--- src/rtl/ddc_pwr_det.sv ---
// ddc_pwr_det: power detector placed after the DDC decimator.
// Squares each valid I/Q sample, averages I^2+Q^2 over 2^LOG2_WIN samples
// and runs a hysteresis carrier-detect FSM on every window average.
// Optional feature macro: PEAK_HOLD_EN (adds PWR_PEAK, per-window max of I^2+Q^2).
module ddc_pwr_det #(
  parameter int LOG2_WIN = 6,
  parameter int ON_CNT   = 2,
  parameter int OFF_CNT  = 4
) (
  input  logic               CLK,
  input  logic               RST_N,
  input  logic               CLR,
  input  logic               DDC_DOE,
  input  logic signed [15:0] DDC_DATI,
  input  logic signed [15:0] DDC_DATQ,
  input  logic        [31:0] THR_ON,
  input  logic        [31:0] THR_OFF,
  output logic               PWR_DOE,
  output logic        [31:0] PWR_DAT,
  output logic               DET
`ifdef PEAK_HOLD_EN
  ,
  output logic        [31:0] PWR_PEAK
`endif
);

  localparam int AW = 32 + LOG2_WIN;

  typedef enum logic {QUIET = 1'b0, ACTIVE = 1'b1} state_t;

  // pipeline stage 1: squares
  logic               v1_q, v1_d;
  logic        [30:0] sq_i_q, sq_i_d, sq_q_q, sq_q_d;
  logic signed [30:0] i_ext, q_ext;
  // stage 2: power sum; retimed once more so the wide accumulator add gets a full cycle
  logic               v2_q, v2_d, v3_q, v3_d;
  logic        [31:0] p2_q, p2_d, p3_q, p3_d;
  // stage 3: window accumulator and outputs
  logic      [AW-1:0] acc_q, acc_d, sum;
  logic [LOG2_WIN-1:0] cnt_q, cnt_d;
  logic               doe_q, doe_d, det_q, det_d;
  logic        [31:0] dat_q, dat_d, avg;
  logic               win_end;
  // detect FSM
  state_t             state_q, state_d;
  logic         [3:0] on_q, on_d, off_q, off_d, on_inc, off_inc;
`ifdef PEAK_HOLD_EN
  logic        [31:0] peak_run_q, peak_run_d, peak_q, peak_d, peak_cand;
`endif

  assign sum     = acc_q + {{LOG2_WIN{1'b0}}, p3_q};
  assign avg     = sum[AW-1 -: 32];
  assign win_end = v3_q && (cnt_q == '1);
  assign on_inc  = (on_q == 4'hF) ? on_q : on_q + 4'd1;
  assign off_inc = (off_q == 4'hF) ? off_q : off_q + 4'd1;

  // squaring / summing pipeline and window accumulator
  always_comb begin
    i_ext  = 31'(DDC_DATI);
    q_ext  = 31'(DDC_DATQ);
    v1_d   = DDC_DOE;
    sq_i_d = i_ext * i_ext;
    sq_q_d = q_ext * q_ext;
    v2_d   = v1_q;
    p2_d   = {1'b0, sq_i_q} + {1'b0, sq_q_q};
    v3_d   = v2_q;
    p3_d   = p2_q;
    acc_d  = acc_q;
    cnt_d  = cnt_q;
    doe_d  = 1'b0;
    dat_d  = dat_q;
    if (v3_q) begin
      cnt_d = cnt_q + LOG2_WIN'(1);
      if (win_end) begin
        acc_d = '0;
        dat_d = avg;
        doe_d = 1'b1;
      end else begin
        acc_d = sum;
      end
    end
    // clear drops the incoming sample and everything in flight
    if (CLR) begin
      v1_d = 1'b0; sq_i_d = '0; sq_q_d = '0;
      v2_d = 1'b0; p2_d = '0; v3_d = 1'b0; p3_d = '0;
      acc_d = '0; cnt_d = '0; doe_d = 1'b0; dat_d = '0;
    end
  end

  // hysteresis detect FSM, stepped only on window-end edges
  always_comb begin
    state_d = state_q;
    on_d    = on_q;
    off_d   = off_q;
    det_d   = det_q;
    if (win_end) begin
      case (state_q)
        QUIET: begin
          if (avg >= THR_ON) begin
            if (on_inc >= 4'(ON_CNT)) begin
              state_d = ACTIVE; det_d = 1'b1; on_d = '0; off_d = '0;
            end else begin
              on_d = on_inc;
            end
          end else begin
            on_d = '0;
          end
        end
        ACTIVE: begin
          if (avg < THR_OFF) begin
            if (off_inc >= 4'(OFF_CNT)) begin
              state_d = QUIET; det_d = 1'b0; on_d = '0; off_d = '0;
            end else begin
              off_d = off_inc;
            end
          end else begin
            off_d = '0;
          end
        end
        default: state_d = QUIET;
      endcase
    end
    if (CLR) begin
      state_d = QUIET; on_d = '0; off_d = '0; det_d = 1'b0;
    end
  end

`ifdef PEAK_HOLD_EN
  // running per-window max of p; the window's last sample is included in the result
  always_comb begin
    peak_cand  = (p3_q > peak_run_q) ? p3_q : peak_run_q;
    peak_run_d = peak_run_q;
    peak_d     = peak_q;
    if (win_end) begin
      peak_d     = peak_cand;
      peak_run_d = '0;
    end else if (v3_q) begin
      peak_run_d = peak_cand;
    end
    if (CLR) begin
      peak_run_d = '0; peak_d = '0;
    end
  end

  // peak registers
  always_ff @(posedge CLK or negedge RST_N) begin
    if (!RST_N) begin
      peak_run_q <= '0;
      peak_q     <= '0;
    end else begin
      peak_run_q <= peak_run_d;
      peak_q     <= peak_d;
    end
  end

  assign PWR_PEAK = peak_q;
`endif

  // state registers for pipeline, accumulator, outputs and FSM
  always_ff @(posedge CLK or negedge RST_N) begin
    if (!RST_N) begin
      v1_q <= 1'b0; sq_i_q <= '0; sq_q_q <= '0;
      v2_q <= 1'b0; p2_q <= '0; v3_q <= 1'b0; p3_q <= '0;
      acc_q <= '0; cnt_q <= '0; doe_q <= 1'b0; dat_q <= '0; det_q <= 1'b0;
      state_q <= QUIET; on_q <= '0; off_q <= '0;
    end else begin
      v1_q <= v1_d; sq_i_q <= sq_i_d; sq_q_q <= sq_q_d;
      v2_q <= v2_d; p2_q <= p2_d; v3_q <= v3_d; p3_q <= p3_d;
      acc_q <= acc_d; cnt_q <= cnt_d; doe_q <= doe_d; dat_q <= dat_d; det_q <= det_d;
      state_q <= state_d; on_q <= on_d; off_q <= off_d;
    end
  end

  assign PWR_DOE = doe_q;
  assign PWR_DAT = dat_q;
  assign DET     = det_q;

endmodule

--- config.mk ---
export PLATFORM = sky130hd
export DESIGN_NAME = ddc_pwr_det
export DESIGN_NICKNAME = d
export VERILOG_FILES = /design/src/rtl/ddc_pwr_det.sv
export SDC_FILE = /design/constraint.sdc
export NUM_CORES = 2
export LEC_CHECK = 0
export BUFFER_PORTS_ARGS = -buffer_cell sky130_fd_sc_hd__clkbuf_2
export CAP_MARGIN = 15
export CORE_AREA = 5 5 231 233
export CTS_BUF_LIST = sky130_fd_sc_hd__clkbuf_2
export CTS_CLUSTER_DIAMETER = 100
export DETAILED_ROUTE_END_ITERATION = 6
export DIE_AREA = 0 0 236 238
export PLACE_DENSITY = 0.91
export SKIP_CTS_REPAIR_TIMING = 1
export SYNTH_ARGS = -nofsm -noshare
export SYNTH_HDL_FRONTEND = slang
export SYNTH_SLANG_ARGS = --single-unit
--- constraint.sdc ---
create_clock -name CLK -period 4.3 [get_ports CLK]
set_input_delay 0.43 -clock CLK [delete_from_list [all_inputs] [get_ports CLK]]
set_output_delay 0.43 -clock CLK [all_outputs]
set_load 0.01 [all_outputs]
==> out/metrics.yaml <==
logic_synthesis:
  synth_edf_count: 0
  syn_area_um2: 29600
  syn-instance-count: 3191
  ys_ff_latch: 214
  ys_seq_area_share_pct: 18.1
  ys.flop_type: "dfrtp_1"
  yosysUniqueCellTypes: 95
  ys_warn_count: 0
  synth_nets: 4055
  avgSynthCellArea_um2: 9.28
  synthArstFlopShare_pct: 100
floorplanning:
  die_x_um: 236
  num_rows: 83
  die_area_um2: 56200
  pin_count: 134
  initial_core_util_pct: 58.1
  coreArea_um2: 51000
  die_height_um: 238
layout:
  fin_util_pct: 73.5
  final_nets: 4710
  drive_gt1_share_pct: 28.7
  fillers: 2874
  multi_input_area_um2: 22600
  final-seq-area_um2: 5360
  area_growth_syn_to_layout_pct: 26.6
sta:
  hold_viol: 0
  slew-limit-headroom_pct: 38.1
  finalWorstSetupSlack_ns: -1.38
  fin_crit_sh_pct: 132
  fmax_mhz: 176
  slew_viol_final: 0
  fin_skew_ns: 0.117
  period_needed_ns: 5.68
  grt_setup_unrepaired: "true"
  setup_viol: 52
  tightest_slew_ns: 0.929
setup_path:
  crit_start: "DDC_DATQ[7]"
  cpPeakStageDelay_ns: 0.62
  startpoint_type: "input port"
  critPathArrivalTime_ns: 6.41
  cp-end-kind: "register"
  cpMostUsedCell: "fa_1"
  critical_path_required_ns: 5.03
  cpMaxStageDelayCell: "fa_1"
  critPathKind: "in2reg"
  crit-reg2reg-launch: "acc_q[12]$_DFFE_PN0P_"
  crit_fanout: 7
global_route:
  grt_overflow: 0
  grtUsageTotal_pct: 28.2
  busiest_layer: "met2"
  met1_usage_pct: 32.9
  use_met2_pct: 51.7
  grt_use_met3_pct: 3.54
  antenna_found_initial: 2
  grt_pass1_vias: 27650
  grt_pass1_wl_um: 131000
  grt_max_degree: 125
clock_tree:
  path_clk_slew_ns: 0.11
  cts_max_path_buffers: 3
  worstSkewPairLatency_ns: 0.92
  htreeDepth: 2
  cts.sinks: 214
  numCtsBuffers: 53
  cts_root_buf: "clkbuf_2"
  cts_tree: "built"
outcome:
  violations: "design-rule violations, negative setup slack"
  status: "finished, violations left"
placed_design:
  gp_congestion: 0.947
  portBuffers: 133
  dp_hpwl_um: 65400
detailed_routing:
  via_count: 27265
  first_pass_iters: 7
  drcViolationCount: 8
  drt-vias-per-instance: 5.97
  drt-initial-drc-count: 3019
  wl_um: 98000
  wl_per_cell_um: 21.5
  final_antenna_net_count: 0
hold_path:
  min_path_type: "in2reg"
  hold_start: "CLR"
flow_run:
  cap_viol_max_count: 0
cell usage in the layout, fill, tap and decap left out, drive strengths merged, types with 78 or more instances in the layout:
master | synthesis | routed
nor2 | 223 | 223
o21ai | 78 | 78
clkbuf | 82 | 182
buf | 12 | 585
a21oi | 119 | 119
nand2 | 259 | 259
ha | 305 | 305
dfrtp | 214 | 214
xnor2 | 82 | 82
fa | 459 | 459
inv | 746 | 745
synth_stat cells (all sizes together) (6+ instances only):
| master | instances | area, um2 |
|---|---|---|
| nor4 | 6 | 43.8 |
| a21oi | 119 | 622 |
| and2 | 67 | 422 |
| o211ai | 14 | 124 |
| o31ai | 11 | 101 |
| nand3 | 31 | 165 |
| and3 | 25 | 163 |
| or4 | 6 | 45.0 |
| xor2 | 60 | 526 |
| or3 | 8 | 55.1 |
| nor2b | 61 | 382 |
| a31o | 6 | 52.6 |
| o21bai | 10 | 75.1 |
| buf | 12 | 53.8 |
| o21a | 11 | 82.6 |
| inv | 746 | 2800 |
| a2111oi | 6 | 61.3 |
| nand2 | 259 | 972 |
| o21ai | 78 | 398 |
| a211o | 7 | 61.3 |
| a211oi | 20 | 155 |
| a22o | 26 | 228 |
| xnor2 | 82 | 718 |
| a21o | 62 | 475 |
| nand4 | 29 | 181 |
| or2 | 10 | 62.6 |
| dfrtp | 214 | 5360 |
| clkbuf | 82 | 308 |
| fa | 459 | 9190 |
| nand2b | 19 | 126 |
| nor3 | 28 | 156 |
| a31oi | 15 | 109 |
| nor2 | 223 | 837 |
| ha | 305 | 3820 |
final cells by class:
cell class              instances  area share (%)
well taps                     680            2.27
clock inverters                19           0.294
flip-flops and latches        214            14.3
repair buffers                694            14.2
inverters                     750            7.58
diodes                          1         0.00668
multi-input cells            2133            60.3
clock buffers                  75            1.00
cell families after synthesis:
group	Yosys count	share of synthesized area, %
adders and majority gates	764	43.9
and+or+nand+nor	792	12.8
muxes	6	0.224
DFF	214	18.1
AOI/OAI and AO/OA	429	10.1
xor gates and xnor gates	142	4.20
buffers and inverters	844	10.7
worst paths after layout:
kind                                            to  slack [ns]  cells after the start
min reg2reg                     p3_q[12]$_DFF_PN0_        0.42                      1
min in group asynchronous   PWR_DAT[4]$_DFFE_PN0P_        0.15                      2
max reg2reg                   off_q[0]$_DFFE_PN0P_       -0.44                     20
min                              p3_q[4]$_DFF_PN0_       0.008                      2
max                           sq_q_q[30]$_DFF_PN0_       -1.38                     26
max in group asynchronous  PWR_DAT[11]$_DFFE_PN0P_        2.94                      3
per-layer routing:
metal  vias to the layer above  share of wire (%)
li1                      11279                  -
met1                     13204                 33
met2                      2015                 50
met3                       765                8.8
met4                         2                8.3
met5                         -              0.011
worst max-delay path, delay by kind of cell:
| family | cells | cell delay [ns] |
|---|---|---|
| buf+inv | 9 | 0.95 |
| simple gates | 4 | 0.52 |
| xor+xnor | 1 | 0.18 |
| compound gates | 5 | 1.12 |
| fa+ha+maj | 7 | 3.18 |
sequential cells by signal (all words and copies together), names as in the netlist:
signal   cells
on_q         4
PWR_DAT     32
acc_q       38
v3_q         1
p2_q        32
state_q      1
v2_q         1
sq_q_q      30
off_q        4
PWR_DOE      1
DET          1
cnt_q        6
v1_q         1
p3_q        32
sq_i_q      30
stage by stage:
stage | instance area (um2) | TNS, ns | std cells | hold slack [ns] | worst slack [ns]
after floorplan | 30300 | -41.00 | 3191 | 0.134 | -1.62
after global placement | 35100 | -65.60 | 4419 | 0.441 | -1.89
after detailed placement | 35100 | -74.22 | 4419 | 0.452 | -2.03
after CTS | 35600 | -34.54 | 4513 | -0.387 | -1.18
after global routing | 37500 | -44.87 | 4566 | 0.0282 | -1.69
final | 37500 | -38.62 | 4566 | 0.00804 | -1.38
Power is left out: the tool's default activity adds up to more than one toggle a clock period on the data nets, which glitch-free logic cannot reach.
